## config.mk

```make
export PLATFORM = sky130hd
export DESIGN_NAME = img_row_packer_flat
export DESIGN_NICKNAME = d
export VERILOG_FILES = /design/src/rtl/img_row_packer_pkg.sv /design/src/rtl/img_row_packer_if.sv /design/src/rtl/img_row_packer.sv /design/src/flat_wrapper.sv
export SDC_FILE = /design/constraint.sdc
export NUM_CORES = 1
export LEC_CHECK = 0
export BUFFER_PORTS_ARGS = -buffer_cell sky130_fd_sc_hd__buf_2
export CORE_AREA = 5 5 213 215
export CTS_BUF_LIST = sky130_fd_sc_hd__clkbuf_4 sky130_fd_sc_hd__clkbuf_8
export DETAILED_ROUTE_END_ITERATION = 12
export DIE_AREA = 0 0 218 220
export PLACE_DENSITY = 0.84
export SLEW_MARGIN = 20
export SYNTH_ARGS = -nofsm -noshare
export SYNTH_HDL_FRONTEND = slang
export SYNTH_SLANG_ARGS = --single-unit
```

## constraint.sdc

```tcl
create_clock -name clk -period 3.11 [get_ports clk]
set_input_delay 0.622 -clock clk [delete_from_list [all_inputs] [get_ports clk]]
set_output_delay 0.622 -clock clk [all_outputs]
set_load 0.005 [all_outputs]
```

## src/rtl/img_row_packer_pkg.sv

```systemverilog
// Shared constants, FSM state type and slot placement helper for the row packer.
// Slot order is selected by IMG_PACK_MSB_FIRST_EN (defined: first word in the MSB slice).
package img_pkg;

  localparam int IMG_ROW_W    = 512;
  localparam int IMG_ROWS_MAX = 512;
  localparam int IMG_ADDR_W   = 9;

  typedef enum logic [1:0] {
    IDLE  = 2'd0,
    FILL  = 2'd1,
    WRITE = 2'd2,
    DONE  = 2'd3
  } img_pack_state_t;

  // Lowest bit index of word slot k in a packed row of w-bit words.
  function automatic int unsigned slot_lo(input int unsigned k, input int unsigned w);
`ifdef IMG_PACK_MSB_FIRST_EN
    return IMG_ROW_W - (k + 1) * w;
`else
    return k * w;
`endif
  endfunction

endpackage

```

## src/rtl/img_row_packer_if.sv

```systemverilog
// Pixel stream (valid/ready) plus row-buffer write port of the row packer.
// A word transfers on a posedge where in_valid and in_ready are both 1; in_data holds while in_valid waits.
interface img_row_packer_if
  import img_pkg::*;
#(
  parameter int IN_W = 32
);
  logic                  in_valid;
  logic [IN_W-1:0]       in_data;
  logic                  in_ready;
  logic                  we;
  logic [IMG_ADDR_W-1:0] waddr;
  logic [IMG_ROW_W-1:0]  wdata;

  modport master (output in_valid, in_data, input in_ready, we, waddr, wdata);
  modport slave  (input in_valid, in_data, output in_ready, we, waddr, wdata);
endinterface

```

## src/rtl/img_row_packer.sv

```systemverilog
// Packs IN_W-bit pixel words into 512-bit rows and writes ROWS rows per frame.
// IMG_PACK_MSB_FIRST_EN selects MSB-first slot order; timing is the same in both builds.
module img_row_packer
  import img_pkg::*;
#(
  parameter int IN_W = 32,
  parameter int ROWS = 512
) (
  input  logic             clk,
  input  logic             rst,
  input  logic             start,
  img_row_packer_if.slave  bus,
  output logic             busy,
  output logic             frame_done,
  output img_pack_state_t  state_dbg_o
);

  localparam int WPR   = IMG_ROW_W / IN_W;
  localparam int WC_W  = (WPR > 1) ? $clog2(WPR) : 1;
  localparam int IDX_W = $clog2(IMG_ROW_W);

  img_pack_state_t       state_q;
  logic [IMG_ROW_W-1:0]  row_q;
  logic [WC_W-1:0]       word_q;
  logic [IMG_ADDR_W-1:0] row_cnt_q;
  logic [IMG_ADDR_W-1:0] waddr_q;
  logic                  we_q;
  logic                  in_ready_q;
  logic                  busy_q;
  logic                  done_q;
  logic [IDX_W-1:0]      slot_lo_w;

  assign slot_lo_w = IDX_W'(slot_lo(32'(word_q), IN_W));

  // Outputs are registered: each transition also loads the flags of the state it enters.
  always_ff @(posedge clk) begin
    if (rst) begin
      state_q    <= IDLE;
      row_q      <= '0;
      word_q     <= '0;
      row_cnt_q  <= '0;
      waddr_q    <= '0;
      we_q       <= 1'b0;
      in_ready_q <= 1'b0;
      busy_q     <= 1'b0;
      done_q     <= 1'b0;
    end else begin
      we_q   <= 1'b0;
      done_q <= 1'b0;
      case (state_q)
        IDLE: begin
          if (start) begin
            word_q     <= '0;
            row_cnt_q  <= '0;
            state_q    <= FILL;
            in_ready_q <= 1'b1;
            busy_q     <= 1'b1;
          end
        end
        FILL: begin
          if (bus.in_valid && in_ready_q) begin
            row_q[slot_lo_w +: IN_W] <= bus.in_data;
            if (word_q == WC_W'(WPR - 1)) begin
              word_q     <= '0;
              state_q    <= WRITE;
              in_ready_q <= 1'b0;
              we_q       <= 1'b1;
              waddr_q    <= row_cnt_q;
            end else begin
              word_q <= word_q + 1'b1;
            end
          end
        end
        WRITE: begin
          // The row counter saturates on the last row instead of wrapping.
          if (row_cnt_q == IMG_ADDR_W'(ROWS - 1)) begin
            state_q <= DONE;
            done_q  <= 1'b1;
          end else begin
            row_cnt_q  <= row_cnt_q + 1'b1;
            word_q     <= '0;
            state_q    <= FILL;
            in_ready_q <= 1'b1;
          end
        end
        DONE: begin
          state_q <= IDLE;
          busy_q  <= 1'b0;
        end
        default: begin
          state_q    <= IDLE;
          in_ready_q <= 1'b0;
          busy_q     <= 1'b0;
        end
      endcase
    end
  end

  assign bus.in_ready = in_ready_q;
  assign bus.we       = we_q;
  assign bus.waddr    = waddr_q;
  assign bus.wdata    = row_q;
  assign busy         = busy_q;
  assign frame_done   = done_q;
  assign state_dbg_o  = state_q;

endmodule

```

## src/flat_wrapper.sv

```systemverilog
// flat-port wrapper written by rule: the top's interface ports become plain ports
module img_row_packer_flat import img_pkg::*;
#(
  parameter int IN_W = 32,
  parameter int ROWS = 512
)
  (clk, rst, start, busy, frame_done, state_dbg_o, bus_in_valid, bus_in_data, bus_in_ready, bus_we, bus_waddr, bus_wdata);
  img_row_packer_if #(.IN_W(IN_W)) bus_i ();
  input  logic clk;
  input  logic rst;
  input  logic start;
  output logic busy;
  output logic frame_done;
  output img_pack_state_t state_dbg_o;
  input wire logic [$bits(bus_i.in_valid)-1:0] bus_in_valid;
  input wire logic [$bits(bus_i.in_data)-1:0] bus_in_data;
  output wire logic [$bits(bus_i.in_ready)-1:0] bus_in_ready;
  output wire logic [$bits(bus_i.we)-1:0] bus_we;
  output wire logic [$bits(bus_i.waddr)-1:0] bus_waddr;
  output wire logic [$bits(bus_i.wdata)-1:0] bus_wdata;
  assign bus_i.in_valid = bus_in_valid;
  assign bus_i.in_data = bus_in_data;
  assign bus_in_ready = bus_i.in_ready;
  assign bus_we = bus_i.we;
  assign bus_waddr = bus_i.waddr;
  assign bus_wdata = bus_i.wdata;
  img_row_packer #(.IN_W(IN_W), .ROWS(ROWS)) u_core (.clk(clk), .rst(rst), .start(start), .bus(bus_i), .busy(busy), .frame_done(frame_done), .state_dbg_o(state_dbg_o));
endmodule
```

Yosys cells after proc, flatten, opt, wreduce, memory -nomap -nowiden
Index checks and enable logic that the tools add are counted.

storage, ports and cells
  flip-flop bits (word level) = 540
  input bits = 36
  output and inout bits = 527

cells by class
  add/sub/neg operators = 3
  eq/ne operators = 9
  shifts and indexed selects = 2
  multiplexer cells = 22
  bitwise logic cells = 3
  reductions and logical operators = 14

operators with widths
  kind                                                     number
  bitwise mux 512 bit                                      1
  variable shift 32 x 11 -> 512 bit, first input constant  1
  variable part select 32 x 11 -> 512 bit                  1
  2-to-1 mux 9 bit                                         2
  case mux 9 bit (2 select lines)                          1
  2-to-1 mux 4 bit                                         4
  case mux 4 bit (3 select lines)                          1
  negation 9 -> 11 bit                                     1
  adder 9 x 1 -> 9 bit, second input constant              1
  == test 9 bit, second input constant                     1
  AND reduction 3 bit                                      3
  2-to-1 mux 2 bit                                         4
  case mux 2 bit (4 select lines)                          1
  2-to-1 mux 1 bit                                         6
  AND reduction 5 bit                                      1
  adder 4 x 1 -> 4 bit, second input constant              1
  == test 2 bit, second input constant                     2
  == test 4 bit, second input constant                     1
  != test 2 x 1 -> 1 bit, second input constant            2
  != test 2 bit, second input constant                     2
  AND reduction 2 bit                                      2
  AND reduction 4 bit                                      1
  nonzero test 2 bit                                       2
  inverter 1 bit                                           3
  other kinds (8)                                          8

Longest topological paths before layout
Gate-level depths: netlist of run 1.

  word-level depth = 4
  mapped depth = 10
  mapped depth without buffers = 8

Worst setup path before layout of run 1
No wires, ideal clock.

  path kind = reg2reg
  from = reg u_core.word_q[0]
  to = reg u_core.row_q[428], in the netlist u_core.bus.wdata[428]
  library setup time = 132 ps
  arrival = 2374 ps
  data required time = 2978 ps
  setup slack = 603 ps
  stages on the path, launching flop included = 11
  period minus slack after synthesis = 2507 ps
  cell sequence = dfxtp_1 > buf_2 > inv_1 > ha_1 > buf_2 > clkinv_1 > or4_1 > clkbuf_1 > clkbuf_1 > nand2_1 > a21oi_1

on the way
  longest elaborated chain between the ends = 3
  elaborated cells on any way between the ends = 4

ends and longest elaborated chain
  element                                                                                              RTL line              text
  from (decl)                                                                                          img_row_packer.sv:24  logic [WC_W-1:0] word_q;
  from (signal assigned)                                                                               img_row_packer.sv:70  word_q <= word_q + 1'b1;
  negation 9 -> 11 bit (*)                                                                             img_row_packer.sv:62  row_q[slot_lo_w +: IN_W] <= bus.in_data;
  variable part select 32 x 11 -> 512 bit / variable shift 32 x 11 -> 512 bit (equally long branches)  img_row_packer.sv:62
  bitwise mux 512 bit (*)                                                                              img_row_packer.sv:62
  to (signal, indexed assignment)                                                                      img_row_packer.sv:62
  to (decl)                                                                                            img_row_packer.sv:23  logic [IMG_ROW_W-1:0] row_q;

Every way passes the cells marked *; elsewhere a longest branch is shown, timed or not.
A chain may end at the register's enable or synchronous reset.

Final worst setup path of run 1
  from = reg u_core.word_q[1]
  to = reg u_core.row_q[453], in the netlist u_core.bus.wdata[453]

Same word-level chain as after synthesis.

==> results.tsv, run 1 <==
stage	metric	value	unit
synthesis	yosysSeqAreaShare	52.6	%
clock_network	cts_buffer_depth	3	
timing	post-route-period-util	83.0	%
timing	maxSlewHeadroom	42.4	%
place	dp_cells	3089	
clock_network	cts_num_sinks	540	
synthesis	syn_area	20500	um2
place	port-buffer-count	562	
route	drc	0	
synthesis	ys_warn_count	0	
die	ios	563	
die	dieWidth	218	um
worst_setup_path	end_kind	flop	
layout	antennaDiodeCount	0	
global_routing	antenna_found_initial	1	
timing	min_period	2580	ps
layout	nNetsFinal	2625	
power	powerDensity	545	nW/um2
synthesis	syn_inst	2062	
power	vdd_ir_drop_max	0.485	mV
timing	tns	0	ps
worst_setup_path	crit_arrival	3130	ps
clock_network	cts.htree.levels	3	
synthesis	synth_largest_area_cell	dfxtp_1	
clock_network	clk_pin_slew	70	ps
clock_network	cts_resized	0	
worst_setup_path	crit_type	reg -> reg	
layout	final_cells	3242	
place	dp_hpwl	46600	um
worst_setup_path	start_kind	flop	
synthesis	synth.top_cell.area_share	52.6	%
die	std_cell_rows	77	
route	ant_nets	0	
hold_path	hold_class	in -> reg	
synthesis	postSynthAreaPerCell	9.96	um2
die	dieArea	48000	um2
timing	worst_pin_slew	864	ps
worst_setup_path	required	3660	ps
route	vias_per_cell	5.25	
timing	setup_viol	0	
synthesis	synth.distinct_cells	46	
timing	skew	22.9	ps
power	p_leak	13.0	nW
clock_network	insertion_delay	640	ps
global_routing	grt_overflow	0	
place	gp_congestion	0.845	
global_routing	grt_util_all_layers	26.7	%
global_routing	grt_pass1_vias	17400	
synthesis	synth_area_leaders	dfxtp_1 53%, mux2i_1 19%, nand2b_1 12%, nand2_1 5.5%, a21oi_1 3.6%	
clock_network	postCtsHoldBufs	0	
layout	drive_above_1_share	29.5	%
outcome	status	completed	
synthesis	async_reset_ff_share	0	%
layout	areaGrowthSynthToFinish	24.8	%
timing	timing.fmax	0.387	GHz
timing	rsz0062_at_grt	false	
die	die_y	220	um
synthesis	ys.flop_type	dfxtp_1	
job	cap_violations	0	
timing	setup_slack	528	ps
route	dr.pass1.iters	7	
die	start_util	47.2	%
clock_network	cts-root-buf	clkbuf_8	
clock_network	cts_buffers	86	
worst_setup_path	max_stage_delay	460	ps
worst_setup_path	path_cells	inv_1 > ha_1 > clkinv_1 > nor3_2 > and3_2 > buf_12 > mux2i_1	
synthesis	ys_ff_latch	540	
route	vias	17000	
route	routed_wl	67500	um
route	dr.first_iter.drc_count	1361	
worst_setup_path	crit_fanout	18	
clock_network	postCtsSetupBuffers	0	
place	pre_cts_ws	540	ps
clock_network	cts_tree	built	
route	detail_route.wl_per_cell	20.8	um
timing	hold_violations	0	
die	core_area	43500	um2
global_routing	grt_first_pass_wirelength	100000	um
global_routing	grt_max_degree	112	
timing	slew_viol_final	0	
synthesis	syn_nets	2102	
timing	fin_hold_ws	299	ps
synthesis	synth_edf_count	0	
worst_setup_path	cp_slowest_cell	nor3_2	
sequential cells by signal (all words and copies together) (netlist names):
name	count
u_core.state_dbg_o	2
u_core.word_q	4
u_core.busy	1
u_core.bus.wdata	512
u_core.bus.we	1
u_core.frame_done	1
u_core.row_cnt_q	9
u_core.bus.waddr	9
u_core.bus.in_ready	1
worst paths after layout:
check | startpoint | to | slack, ps | depth (start not counted)
max | u_core.word_q[1]$_SDFFE_PP0P_ | u_core.bus.wdata[453]$_SDFFE_PP0P_ | 530 | 7
min | bus_in_data[16] | u_core.bus.wdata[240]$_SDFFE_PP0P_ | 300 | 3
max reg2reg | u_core.word_q[1]$_SDFFE_PP0P_ | u_core.bus.wdata[453]$_SDFFE_PP0P_ | 530 | 7
min reg2reg | u_core.bus.wdata[443]$_SDFFE_PP0P_ | u_core.bus.wdata[443]$_SDFFE_PP0P_ | 450 | 2
cells by family (layout without fill, tap and decap cells):
| logic type | count (synthesis) | after routing | synth area share (%) |
|---|---|---|---|
| simple gates | 789 | 789 | 20.2 |
| flops | 540 | 540 | 52.6 |
| mux | 384 | 384 | 18.7 |
| buf+inv | 176 | 764 | 3.79 |
| compound gates | 161 | 161 | 4.07 |
| xor+xnor | 8 | 8 | 0.378 |
| fa+ha+maj | 4 | 4 | 0.244 |
cell usage after synthesis, types with 2 or more instances:
master,n
nand2b_1,388
xor2_1,4
buf_2,40
dfxtp_1,540
nand4b_1,3
buf_6,3
nand3_1,7
nor2_1,47
a21oi_1,148
nand2_2,2
mux2i_1,384
o21ai_0,5
a211oi_1,2
or3_1,2
nor3b_1,2
o2111ai_1,2
or4b_1,2
nor3_1,3
nand4_1,6
nor3_2,2
nor4b_1,2
xnor2_1,3
ha_1,4
and3_1,4
inv_1,4
buf_4,12
nor4b_2,2
or4_1,4
clkbuf_1,116
or3b_2,2
nand2_1,302
worst max-delay path, delay by kind of cell, from the launching register on:
family | cells | cell delay (ps)
and+or+nand+nor | 2 | 920
buffers and inverters | 3 | 580
DFF | 1 | 450
adders and majority gates | 1 | 300
muxes | 1 | 210
through the flow:
stage               utilization, %  area (um2)  total power, W
floorplan                        -       20500         0.00736
global placement              54.5       23700         0.00756
detailed placement            54.5       23700         0.00757
CTS                           58.9       25600          0.0140
global route                  58.9       25600          0.0144
finish                        58.9       25600          0.0140
layer usage:
layer  track usage [%]  vias to the layer above  routed length [um]
met4              13.8                        2                3190
met1              32.8                     8183               27200
met3              7.78                      184                6160
met2              42.9                      815               30900
li1                  -                     7822                   -
met5                 0                        -                   7
where the power goes:
part | switching, W | internal, W | total, W
Clock | 0.00278 | 0.00376 | 0.00654
Sequential | 0.0000101 | 0.00693 | 0.00694
Combinational | 0.000335 | 0.000148 | 0.000483
placed cells by master (no fill, tap or decap), drive strengths merged, types with 2 or more instances in the layout:
cell type and count:
a211oi 2, a21oi 148, and3 4, buf 606, bufinv 3, clkbuf 137
clkinv 11, clkinvlp 2, dfxtp 540, ha 4, inv 5, mux2i 384
nand2 304, nand2b 388, nand3 7, nand4 6, nand4b 3, nor2 47
nor3 5, nor3b 3, nor4 3, nor4b 4, o2111ai 2, o21ai 5
or3 2, or3b 2, or4 4, or4b 2, xnor2 4, xor2 4
area by class of cell:
type | instances | area [um2]
Fill cell | 3603 | 17900
Tap cell | 592 | 741
Timing Repair Buffer | 606 | 3180
Clock buffer | 137 | 1720
Sequential cell | 540 | 10800
Multi-Input combinational cell | 1346 | 8990
Inverter | 5 | 18.8
Clock inverter | 16 | 168
No activity file was read; power rests on OpenSTA's default activity.
==> run 2: changes to the inputs <==
Settings changed: CORE_AREA 5 5 213 215 to unset, CORE_ASPECT_RATIO set to 0.8, CORE_MARGIN set to 5, CORE_UTILIZATION set to 49, DIE_AREA 0 0 218 220 to unset, PLACE_DENSITY 0.84 to 0.88.
Clock period 3.11 ns to 2.3 ns, I/O delays scaled along.
==> results.tsv, run 2 (same netlist as run 1, synthesis figures left out) <==
stage	metric	value	unit
global_routing	grt_max_degree	141	
worst_setup_path	start_kind	flop	
hold_path	hold_class	in -> reg	
global_routing	grt_util_all_layers	28.5	%
power	clockPowerShare	46.1	%
route	dr.pass1.iters	5	
clock_network	clk_pin_slew	60	ps
timing	slew_viol_final	0	
worst_setup_path	crit_type	reg -> reg	
timing	min_period	2210	ps
hold_path	min_path_cells	3	
power	intPower	0.0145	W
clock_network	cts_buffer_depth	3	
place	gp_congestion	0.879	
layout	layout.cells.most_common	buf_2	
die	start_util	49.3	%
clock_network	cts-root-buf	clkbuf_8	
worst_setup_path	reg2reg_depth	7	
layout	nNetsFinal	2656	
clock_network	cts_num_sinks	540	
global_routing	grt_pass1_vias	17800	
die	dieArea	46100	um2
worst_setup_path	rr_endpoint	u_core.bus.wdata[99]$_SDFFE_PP0P_	
route	vias	17400	
global_routing	grt_overflow	0	
layout	fin_util	62.2	%
die	dieWidth	239	um
outcome	status	completed	
timing	post-route-period-util	96.2	%
timing	tns	0	ps
hold_path	min_to	u_core.bus.wdata[442]$_SDFFE_PP0P_	
layout	largest_reg_flops	512	
place	port-buffer-count	562	
timing	setup_slack	88.3	ps
power	p_leak	13.2	nW
place	pre_cts_ws	125	ps
worst_setup_path	crit_arrival	2740	ps
die	die_y	193	um
worst_setup_path	regToRegStartpoint	u_core.word_q[0]$_SDFFE_PP0P_	
clock_network	cts_tree	built	
worst_setup_path	crit_fanout	24	
power	p_switching	0.00424	W
power	p_sw_share	22.7	%
route	vias_per_cell	5.39	
route	detail_route.wl_per_cell	21.6	um
timing	setup_viol	0	
worst_setup_path	end_kind	flop	
hold_path	min-delay-start	bus_in_data[26]	
layout	areaGrowthSynthToFinish	26.2	%
die	std_cell_rows	67	
global_routing	grt_first_pass_wirelength	103000	um
layout	drive_above_1_share	30.2	%
route	dr.first_iter.drc_count	1418	
global_routing	antenna_found_initial	2	
route	drc	0	
clock_network	postCtsSetupBuffers	0	
worst_setup_path	ff2ff_setup_slack	90	ps
layout	final_cell_mix	561 x buf_2, 539 x dfxtp_1, 388 x nand2b_1	
power	combinationalPowerShare	3.7	%
timing	timing.fmax	0.452	GHz
timing	skew	18.3	ps
timing	maxSlewHeadroom	60.0	%
clock_network	insertion_delay	670	ps
worst_setup_path	required	2830	ps
clock_network	cts_buffers	83	
power	vdd_ir_drop_max	0.470	mV
place	dp_hpwl	48000	um
route	routed_wl	69600	um
power	powerDensity	721	nW/um2
power	seq_power_share	50.2	%
timing	hold_violations	0	
timing	rsz0062_at_grt	false	
timing	worst_pin_slew	600	ps
job	cap_violations	0	
clock_network	cts.htree.levels	3	
route	ant_nets	0	
die	core_area	41700	um2
die	ios	563	
[run 2: changes by cell type in the layout (fill, tap and decap cells not counted), moves of 2 or more]
cell / delta
inv_6: +2
nor4b_4: +2
clkbuf_4: -6
buf_12: +12
buf_4: +22
clkinv_2: -4
nor4b_2: -2
[run 2: cell type report]
| type | count | area (um2) |
|---|---|---|
| diodes | 1 | 2.50 |
| clock buffers | 131 | 1680 |
| clock inverters | 12 | 128 |
| fillers | 3205 | 15700 |
| inverters | 5 | 23.8 |
| multi-input cells | 1346 | 9010 |
| flip-flops and latches | 540 | 10800 |
| well taps | 552 | 691 |
| repair buffers | 640 | 3580 |
[run 2: worst max path at each step]
| stage | start | end | cells after the start |
|---|---|---|---|
| 2_1_floorplan | u_core.word_q[0]$_SDFFE_PP0P_ | u_core.bus.wdata[428]$_SDFFE_PP0P_ | 10 |
| 3_3_place_gp | u_core.word_q[0]$_SDFFE_PP0P_ | u_core.bus.wdata[108]$_SDFFE_PP0P_ | 7 |
| 3_5_place_dp | u_core.word_q[0]$_SDFFE_PP0P_ | u_core.bus.wdata[100]$_SDFFE_PP0P_ | 7 |
| 4_1_cts | u_core.word_q[0]$_SDFFE_PP0P_ | u_core.bus.wdata[326]$_SDFFE_PP0P_ | 8 |
| 5_1_grt | u_core.word_q[0]$_SDFFE_PP0P_ | u_core.bus.wdata[370]$_SDFFE_PP0P_ | 7 |
| 6_report | u_core.word_q[0]$_SDFFE_PP0P_ | u_core.bus.wdata[99]$_SDFFE_PP0P_ | 7 |
[run 2: critical path, cell delays in order, from the launching register on]
cell and delay (ps):
dfxtp_2 330, inv_1 60, ha_1 330, xnor2_2 420, buf_4 210, nand4b_1 160
buf_4 320, mux2i_1 200
[run 2: repair_timing]
action | CTS | global route
hold buffers | 0 | 0
resized for setup | 0 | 1
endpoints found under the setup margin | 0 | 1
hold endpoints to repair | 0 | 0
[run 2: power by group through the flow]
stage / Clock, W / Sequential [W] / Combinational [W]
floorplan: 0 / 0.00959 / 0.000373
global placement: 0 / 0.00959 / 0.000668
detailed placement: 0 / 0.00959 / 0.000678
CTS: 0.00871 / 0.00938 / 0.000681
global route: 0.00917 / 0.00938 / 0.000724
finish: 0.00863 / 0.00938 / 0.000690
[run 2: per-stage QoR]
step / hold slack, ps / power (W) / instance area (um2) / std cells
final: 105 / 0.0187 / 25900 / 3227
after global routing: 59.9 / 0.0193 / 25900 / 3227
after CTS: 51.1 / 0.0188 / 25900 / 3226
after detailed placement: 444 / 0.0103 / 24100 / 3083
after global placement: 439 / 0.0103 / 24100 / 3083
after floorplan: 449 / 0.00996 / 20600 / 2062
[run 2: layer usage]
layer | track usage (%) | vias up | wire [um]
met3 | 8.90 | 209 | 7040
met5 | 0 | - | 0
met2 | 47.5 | 936 | 32700
met1 | 34.1 | 8369 | 27000
li1 | - | 7885 | -
met4 | 12.9 | 0 | 2800
==> run 3: changes to the inputs <==
Settings changed: BUFFER_PORTS_ARGS -buffer_cell sky130_fd_sc_hd__buf_2 to unset, CAP_MARGIN set to 5, CORE_AREA set to 5 5 217 219, CORE_ASPECT_RATIO 0.8 to unset, CORE_MARGIN 5 to unset, CORE_UTILIZATION 49 to unset, DIE_AREA set to 0 0 222 224, DONT_BUFFER_PORTS set to 1, PLACE_DENSITY 0.88 to 0.73.
==> results.tsv, run 3 (same netlist as run 1, synthesis figures left out) <==
stage	metric	value	unit
outcome	status	complete, but fails checks	
outcome	failed_checks	negative hold slack	
layout	layout.cells.most_common	dfxtp_1	
worst_setup_path	required	2820	ps
route	dr.first_iter.drc_count	1214	
worst_setup_path	end_kind	flop	
worst_setup_path	reg2reg_depth	8	
worst_setup_path	start_kind	flop	
die	core_area	44900	um2
timing	tns	0	ps
place	port-buffer-count	0	
place	gp_congestion	0.847	
global_routing	grt_pass1_vias	15000	
clock_network	cts_num_sinks	540	
global_routing	grt_util_all_layers	25.2	%
timing	hold_violations	9	
worst_setup_path	crit_type	reg -> reg	
clock_network	cts_buffers	87	
worst_setup_path	cp_slowest_cell	nor4_4	
worst_setup_path	crit_arrival	2740	ps
clock_network	insertion_delay	650	ps
place	dpl_cell_area	21100	um2
route	dr.pass1.iters	7	
layout	nNetsFinal	2148	
power	powerDensity	785	nW/um2
job	cap_violations	0	
hold_path	min_path_cells	1	
timing	fin_hold_ws	-119	ps
layout	largest_reg_flops	512	
hold_path	hold_class	in -> reg	
clock_network	cts_tree	built	
timing	min_period	2230	ps
clock_network	cts_buffer_depth	3	
timing	timing.fmax	0.449	GHz
die	ios	563	
timing	post-route-period-util	96.8	%
timing	slew_viol_final	0	
place	dp_hpwl	43300	um
clock_network	postCtsSetupBuffers	0	
global_routing	grt_first_pass_wirelength	97300	um
power	vdd_ir_drop_max	0.530	mV
layout	final_cell_mix	537 x dfxtp_1, 388 x nand2b_1, 384 x mux2i_1	
global_routing	grt_overflow	0	
route	routed_wl	67200	um
die	dieWidth	222	um
worst_setup_path	path_cells	inv_1 > ha_4 > xnor2_4 > buf_4 > nor4_4 > buf_8 > mux2i_1 > nor2_1	
die	die_y	224	um
die	start_util	45.8	%
timing	setup_viol	0	
power	p_leak	10.3	nW
layout	finish.instance_area	23800	um2
clock_network	cts.htree.levels	3	
route	vias_per_cell	5.43	
route	vias	15100	
die	dieArea	49700	um2
route	drc	0	
route	ant_nets	0	
worst_setup_path	path_buf_inv	3	
timing	skew	30.0	ps
layout	drive_above_1_share	10.6	%
timing	maxSlewHeadroom	41.5	%
global_routing	grt_max_degree	570	
route	detail_route.wl_per_cell	24.2	um
worst_setup_path	crit_fanout	16	
clock_network	clk_pin_slew	70	ps
timing	worst_pin_slew	878	ps
worst_setup_path	cp_top_family	buffers and inverters	
layout	areaGrowthSynthToFinish	16.0	%
layout	fin_util	53.1	%
worst_setup_path	max_stage_delay	440	ps
die	std_cell_rows	78	
global_routing	antenna_found_initial	2	
clock_network	cts-root-buf	clkbuf_8	
worst_setup_path	path_depth	8	
power	finalPower	0.0187	W
[run 3: cell count changes in the layout (fill, tap and decap cells not counted), sizes merged]
cell | previous run | this run
inv | 7 | 5
clkbuf | 131 | 137
buf | 640 | 46
dlygate4sd3 | 0 | 81
bufinv | 2 | 3
clkinvlp | 1 | 4
clkinv | 7 | 12
[run 3: layout make-up]
cell class	count	area, um2
timing repair buffer	128	1320
antenna	1	2.50
clock inverter	19	190
sequential	540	10800
fill	3828	21100
multi-input combinational	1346	9020
clock buffer	136	1700
inverter	5	23.8
tap	600	751
[run 3: metal layers]
metal	global-route usage (%)	vias to the layer above	wire length [um]
li1	-	6884	-
met1	29.6	7301	25800
met2	41.1	734	31600
met3	10.8	137	7530
met4	9.94	2	2210
met5	0	-	12
[run 3: final timing paths]
check                                         start                                  to  slack (ps)
setup reg to reg      u_core.word_q[0]$_SDFFE_PP0P_  u_core.bus.wdata[507]$_SDFFE_PP0P_          70
hold reg to reg   u_core.bus.wdata[17]$_SDFFE_PP0P_   u_core.bus.wdata[17]$_SDFFE_PP0P_         480
hold / removal                                  rst  u_core.bus.wdata[434]$_SDFFE_PP0P_        -120
setup / recovery      u_core.word_q[0]$_SDFFE_PP0P_  u_core.bus.wdata[507]$_SDFFE_PP0P_          70
[run 3: worst register-to-register path: cells and delay by family, from the launching register on]
kind,cells,cell delay (ps)
AND/OR/NAND/NOR,2,510
adder cells (fa/ha/maj),1,220
flip-flops,1,390
XOR/XNOR,1,170
buffers and inverters,3,570
multiplexers,1,260
[run 3: repair_timing]
item | CTS | global route
gates resized for setup | 1 | 9
setup endpoints to repair | 9 | 42
hold buffers | 71 | 10
cloned | 0 | 2
pin swaps | 0 | 1
endpoints found under the hold margin | 248 | 167
[run 3: power breakdown]
part	switching, W	internal, W	total, W	leakage [nW]
Sequential	0.0000177	0.00937	0.00939	4.35
Clock	0.00376	0.00503	0.00880	0.998
Combinational	0.000305	0.000214	0.000519	4.93
Total	0.00409	0.0146	0.0187	10.3
[run 3: per-stage QoR]
stage                     worst slack (ps)  cells
after floorplan                       20.8   2062
after global placement                15.7   2536
after detailed placement              4.72   2536
after CTS                             49.7   2762
after global routing                 -4.17   2774
final                                 73.0   2775
